### src/rtl/osmanip_mem_pkg.sv
// osmanip_mem_pkg: shared constants and types for the osmanip RAM arbiter.
//   ADDR_W / DATA_W : default RAM word address and data widths
//   RD_LATENCY      : cycles from read accept to readdatavalid
//   owner_t         : which requester issued an access (0 = HPS, 1 = cube engine)
//   rd_tag_t        : read-return tag carried down the latency pipeline
package osmanip_mem_pkg;

  localparam int ADDR_W     = 22;
  localparam int DATA_W     = 32;
  localparam int RD_LATENCY = 2;

  typedef logic owner_t;

  typedef struct packed {
    logic   valid;
    owner_t owner;
  } rd_tag_t;

endpackage

### src/rtl/osmanip_rr_arb2.sv
// osmanip_rr_arb2: two-way per-cycle grant with a registered round-robin pointer.
// Config macro: OSMANIP_MEM_ARB_FIXED_PRI_EN -> pointer removed, requester 0
// always wins contention.
// Ports:
//   clk, reset  : clock, synchronous active-high reset
//   req[1:0]    : active requests (already qualified by reset in the parent)
//   gnt_valid   : some request is granted this cycle
//   gnt_owner   : index of the granted requester
//
// rr_q | meaning
// 0    | requester 0 wins the next contended cycle
// 1    | requester 1 wins the next contended cycle
module osmanip_rr_arb2
  import osmanip_mem_pkg::*;
(
  input  logic       clk,
  input  logic       reset,
  input  logic [1:0] req,
  output logic       gnt_valid,
  output owner_t     gnt_owner
);

`ifdef OSMANIP_MEM_ARB_FIXED_PRI_EN
  logic unused_clk_rst;
  assign unused_clk_rst = clk ^ reset;

  always_comb begin
    gnt_valid = |req;
    gnt_owner = ~req[0] & req[1];
  end
`else
  owner_t rr_q, rr_d;

  always_comb begin
    gnt_valid = |req;
    gnt_owner = 1'b0;
    rr_d      = rr_q;
    if (&req) begin
      gnt_owner = rr_q;
      // pointer moves to the loser so it wins the next contended cycle
      rr_d      = ~rr_q;
    end else if (req[1]) begin
      gnt_owner = 1'b1;
    end
  end

  always_ff @(posedge clk) begin
    if (reset) rr_q <= 1'b0;
    else       rr_q <= rr_d;
  end
`endif

endmodule

### src/rtl/osmanip_mem_arbiter.sv
// osmanip_mem_arbiter: shares one single-port RAM (1-cycle read latency) between
// the HPS Avalon master (m0) and the cube-state engine (m1).
// Config macro: OSMANIP_MEM_ARB_FIXED_PRI_EN (fixed m0 priority, see osmanip_rr_arb2).
// Ports:
//   clk, reset            : clock, synchronous active-high reset
//   mX_read/write/address/byteenable/writedata : Avalon-MM pipelined commands
//   mX_waitrequest        : command not accepted this cycle
//   mX_readdata/valid     : registered read return, fixed latency 2
//   mem_*                 : RAM port, driven combinationally from the winner
module osmanip_mem_arbiter #(
  parameter int ADDR_W = osmanip_mem_pkg::ADDR_W,
  parameter int DATA_W = osmanip_mem_pkg::DATA_W,
  parameter int BE_W   = DATA_W / 8
) (
  input  logic              clk,
  input  logic              reset,
  input  logic              m0_read,
  input  logic              m0_write,
  input  logic [ADDR_W-1:0] m0_address,
  input  logic [BE_W-1:0]   m0_byteenable,
  input  logic [DATA_W-1:0] m0_writedata,
  output logic              m0_waitrequest,
  output logic [DATA_W-1:0] m0_readdata,
  output logic              m0_readdatavalid,
  input  logic              m1_read,
  input  logic              m1_write,
  input  logic [ADDR_W-1:0] m1_address,
  input  logic [BE_W-1:0]   m1_byteenable,
  input  logic [DATA_W-1:0] m1_writedata,
  output logic              m1_waitrequest,
  output logic [DATA_W-1:0] m1_readdata,
  output logic              m1_readdatavalid,
  output logic [ADDR_W-1:0] mem_address,
  output logic [BE_W-1:0]   mem_byteenable,
  output logic              mem_chipselect,
  output logic              mem_write,
  output logic [DATA_W-1:0] mem_writedata,
  output logic              mem_clken,
  input  logic [DATA_W-1:0] mem_readdata
);
  import osmanip_mem_pkg::*;

  logic                         m0_act, m1_act;
  logic                         gnt_valid;
  owner_t                       gnt_owner;
  rd_tag_t                      new_tag;
  rd_tag_t [RD_LATENCY-1:0]     tag_q, tag_d;
  logic [DATA_W-1:0]            m0_readdata_q, m0_readdata_d;
  logic [DATA_W-1:0]            m1_readdata_q, m1_readdata_d;

  // reset masks requests so waitrequest and mem_* read 0 while it is held
  assign m0_act = ~reset & (m0_read | m0_write);
  assign m1_act = ~reset & (m1_read | m1_write);

  osmanip_rr_arb2 u_arb (
    .clk       (clk),
    .reset     (reset),
    .req       ({m1_act, m0_act}),
    .gnt_valid (gnt_valid),
    .gnt_owner (gnt_owner)
  );

  assign m0_waitrequest = m0_act & ~(gnt_valid & (gnt_owner == 1'b0));
  assign m1_waitrequest = m1_act & ~(gnt_valid & (gnt_owner == 1'b1));
  assign mem_clken      = 1'b1;

  // read+write together counts as a write, so write alone picks the direction
  always_comb begin
    mem_chipselect = 1'b0;
    mem_write      = 1'b0;
    mem_address    = '0;
    mem_byteenable = '0;
    mem_writedata  = '0;
    new_tag        = '0;
    if (gnt_valid) begin
      mem_chipselect = 1'b1;
      if (gnt_owner) begin
        mem_write      = m1_write;
        mem_address    = m1_address;
        mem_writedata  = m1_writedata;
        mem_byteenable = m1_write ? m1_byteenable : '1;
      end else begin
        mem_write      = m0_write;
        mem_address    = m0_address;
        mem_writedata  = m0_writedata;
        mem_byteenable = m0_write ? m0_byteenable : '1;
      end
      new_tag.valid = ~mem_write;
      new_tag.owner = gnt_owner;
    end
  end

  // stage RD_LATENCY-2 lines up with mem_readdata; the last stage lines up
  // with the return registers, so its valid bit is the readdatavalid strobe
  always_comb begin
    tag_d         = {tag_q[RD_LATENCY-2:0], new_tag};
    m0_readdata_d = m0_readdata_q;
    m1_readdata_d = m1_readdata_q;
    if (tag_q[RD_LATENCY-2].valid) begin
      if (tag_q[RD_LATENCY-2].owner) m1_readdata_d = mem_readdata;
      else                           m0_readdata_d = mem_readdata;
    end
  end

  always_ff @(posedge clk) begin
    if (reset) begin
      tag_q         <= '0;
      m0_readdata_q <= '0;
      m1_readdata_q <= '0;
    end else begin
      tag_q         <= tag_d;
      m0_readdata_q <= m0_readdata_d;
      m1_readdata_q <= m1_readdata_d;
    end
  end

  assign m0_readdata      = m0_readdata_q;
  assign m1_readdata      = m1_readdata_q;
  assign m0_readdatavalid = tag_q[RD_LATENCY-1].valid & (tag_q[RD_LATENCY-1].owner == 1'b0);
  assign m1_readdatavalid = tag_q[RD_LATENCY-1].valid & (tag_q[RD_LATENCY-1].owner == 1'b1);

endmodule

### config.mk
export PLATFORM = sky130hd
export DESIGN_NAME = osmanip_mem_arbiter
export DESIGN_NICKNAME = d
export VERILOG_FILES = /design/src/rtl/osmanip_mem_pkg.sv /design/src/rtl/osmanip_rr_arb2.sv /design/src/rtl/osmanip_mem_arbiter.sv
export SDC_FILE = /design/constraint.sdc
export NUM_CORES = 1
export LEC_CHECK = 0
export ABC_AREA = 0
export CAP_MARGIN = 30
export CORE_AREA = 2 2 109 111
export CTS_CLUSTER_DIAMETER = 200
export CTS_CLUSTER_SIZE = 40
export DETAILED_ROUTE_END_ITERATION = 8
export DIE_AREA = 0 0 111 113
export GPL_TIMING_DRIVEN = 0
export PLACE_DENSITY = 0.78
export SLEW_MARGIN = 20
export SYNTH_ARGS = -nofsm -noshare
export SYNTH_HDL_FRONTEND = slang
export SYNTH_SLANG_ARGS = --single-unit
### constraint.sdc
create_clock -name clk -period 4.3 [get_ports clk]
set_clock_uncertainty 0.15 [all_clocks]
set_input_delay 0.86 -clock clk [delete_from_list [all_inputs] [get_ports clk]]
set_output_delay 0.86 -clock clk [all_outputs]
set_load 0.01 [all_outputs]
==> metrics.csv <==
stage;metric;value;unit
run_status;status;finished, final reports clean;
floorplanning;die area;12540;um^2
timing;fmax;0.2532;GHz
clocking;clock slew at reported path FFs;60;ps
placed_design;Final GP Congestion;0.9157;
worst_setup_path;CP max-delay cell;clkdlybuf4s50_1;
cells_and_area;most common cell after layout, fill and taps aside;clkdlybuf4s50_1;
worst_setup_path;Critical Path Stages;6;
clocking;clk buf depth;2;
synthesis;post-synthesis cell type count;27;
route;drt wl/cell;16.70;um
worst_setup_path;Worst Path Arrival;2940;ps
worst_setup_path;worst r2r src;tag_d[3];
cells_and_area;final net count;843;
worst_setup_path;reg-to-reg endpoint;m0_readdata[20];
worst_setup_path;R2R depth;5;
synthesis;synthesized area;3199;um^2
floorplanning;Boundary Pins;283;
grt;pin count of the biggest net entering global routing;13;
min_path;HP Class;flip-flop to flip-flop;
worst_setup_path;CP Buf/Inv Count;3;
grt;GRT overflow;0;
timing;Final WS setup;350.7;ps
placed_design;port bufs;278;
run;max_cap viols;0;
pwr;Peak VDD IR;227.0;uV
route;DRT Pass-1 Iters;4;
cells_and_area;n_diodes;0;
pwr;leakage;2.349;nW
worst_setup_path;Crit Path Max Fanout;10;
clocking;clock root cell;clkbuf_16;
clocking;CTS-repair resized insts;0;
cells_and_area;post-layout util;57.44;%
worst_setup_path;Crit path largest cell delay;590;ps
timing;worst rel slew slack;64.50;%
timing;RSZ-0062 raised after global routing;no;
worst_setup_path;CP required;3290;ps
grt;Total Routing Usage GR;21.17;%
timing;Hold Fails Final Rpt;0;
floorplanning;Std-Cell Rows;39;
cells_and_area;fill cell count;1045;
floorplanning;core area;11270;um^2
clocking;Clock Latency Late Sink;320;ps
timing;fin. max-slew vios;0;
worst_setup_path;family with the most delay on the worst path;buffers and inverters;
clocking;CTS Sinks;69;
timing;Final TNS setup;0;ps
worst_setup_path;CP Launch Point;m1_read;
worst_setup_path;Setup CP Type;input pin to output pin;
pwr;pwr/cell area;300.2;nW/um^2
grt;first-pass GRT wire length;20710;um
worst_setup_path;crit path launch type;input pin;
cells_and_area;layout cell share with drive strength beyond 1;5.483;%
cells_and_area;P&R area growth vs syn;102.4;%
clocking;CTS tree;done;
timing;Slew @ Worst Pin;532.5;ps
cells_and_area;most frequent cells in the layout;278 x clkdlybuf4s50_1, 130 x nand2_1, 69 x dfxtp_1;
clocking;htree depth;3;
worst_setup_path;worst path cell trace;clkdlybuf4s50_1 > o21a_1 > nor3_4 > buf_6 > a22o_1 > clkdlybuf4s50_1;
synthesis;Seq cells post-synth;69;
clocking;clock buffer count from CTS;9;
timing;Final min period;3949;ps
grt;initial antenna violation count;0;
worst_setup_path;Crit. End Element;output pin;
placed_design;Place WS;330.7;ps
route;Final ANT Viol Nets;0;
timing;Tcrit/Tclk final;91.84;%
floorplanning;die width;111;um
floorplanning;die height;113;um
floorplanning;Initial Util;28.38;%
synthesis;yosys warns;0;
synthesis;synthesized instance count;400;
clocking;Post-CTS Setup Inserts;0;
placed_design;detailed-placement wirelength estimate;11880;um
worst_setup_path;most used cell along the critical path;clkdlybuf4s50_1;
synthesis;syn_area_per_cell;7.998;um^2
synthesis;sequential area share after synthesis;43.18;%
worst_setup_path;R2R Setup Slk;2670;ps
clocking;hold buffers post-CTS;0;
route;DRC viols;0;
cells_and_area;Final Non-Filler Cells;836;
route;Starting DRT DRC Count;147;
worst_setup_path;Worst setup endpoint;mem_address[16];
grt;vias in the first global route;4081;
route;vias;3960;
timing;Setup Viol. Count Final;0;
route;vias per cell;4.737;
synthesis;Syn Nets;554;
pwr;overall power;1.944;mW
placed_design;cell count after placement;821;
route;WL final;13960;um
-- layout make-up --
class | instances | area, um^2 | share of cell area (%)
buffer | 38 | 217.7 | 3.362
clock buffer | 9 | 225.2 | 3.478
clock inverter | 6 | 88.84 | 1.372
multi-input combinational | 293 | 1600 | 24.71
sequential | 69 | 1381 | 21.33
tap | 143 | 178.9 | 2.763
timing repair buffer | 278 | 2783 | 42.98
-- worst min-delay path by stage --
stage	endpoint	start	cells after the start	slack, ps
floorplan	tag_q[2]	tag_d[2]	1	330
global placement	m1_readdata[31]	m1_readdata[31]	2	290
detailed placement	m1_readdata[1]	m1_readdata[1]	2	300
CTS	m1_readdata[17]	m1_readdata[17]	2	310
global route	m1_readdata[20]	m1_readdata[20]	2	320
finish	m0_readdata[4]	m0_readdata[4]	2	310
-- where the power goes --
group	total, mW	internal, mW	switching [mW]
Sequential	0.673	0.661	0.0114
Combinational	0.504	0.308	0.195
Clock	0.767	0.503	0.264
-- synth_stat cells --
cell,n,area (um^2)
or3_1,1,6.260
nor3_1,5,25.02
a21oi_1,67,335.3
o21ai_0,1,5.000
nand2_1,130,488.0
a22o_1,54,473.0
o21ba_1,1,10.01
nor4_2,1,12.51
buf_1,1,3.750
and2_1,2,12.51
buf_6,8,90.09
buf_2,9,45.04
nor2_2,2,12.51
o21a_1,1,7.510
nor2_1,2,7.510
nor4b_1,1,8.760
dfxtp_1,69,1381
nand2b_1,7,43.79
mux2_1,4,45.04
buf_4,1,7.510
nor4_1,1,6.260
a21o_1,1,7.510
nor2b_1,8,50.05
conb_1,1,3.750
nand3b_1,1,7.510
clkbuf_1,19,71.32
nor3_4,2,32.53
-- worst reg2reg max path: stages, from the launching register on --
cell and delay (ps):
dfxtp_1 370, nor2b_1 140, clkbuf_1 220, clkbuf_1 420, nand2_1 120, a21oi_1 140
-- cell families (layout without fill, tap and decap cells) --
family | count (synthesis) | after routing | synth area share (%)
buffers and inverters | 38 | 331 | 6.805
muxes | 4 | 4 | 1.408
AOI/OAI and AO/OA | 125 | 125 | 26.20
DFF | 69 | 69 | 43.18
other | 1 | 1 | 0.1172
and+or+nand+nor | 163 | 163 | 22.29
-- metrics by stage --
step                instance area (um^2)  hold WS (ps)
finish                              6475         305.0
global placement                    6161         293.3
CTS                                 6475         307.1
floorplan                           3199         327.3
global route                        6475         324.1
detailed placement                  6161         299.2
-- registers in the layout (all words and copies together) (netlist names) --
register and flops:
tag_q 2, m1_readdata 32, u_arb.rr_q 1, tag_d 2, m0_readdata 32
-- routing by layer --
layer	up-vias	global-route usage [%]	part of all wire [%]
met5	-	0	0
met4	0	10.50	3.4
met3	28	7.017	9.4
met2	180	41.39	53
met1	1796	19.59	34
li1	1956	-	-
Power figures use the tool's default switching activity.
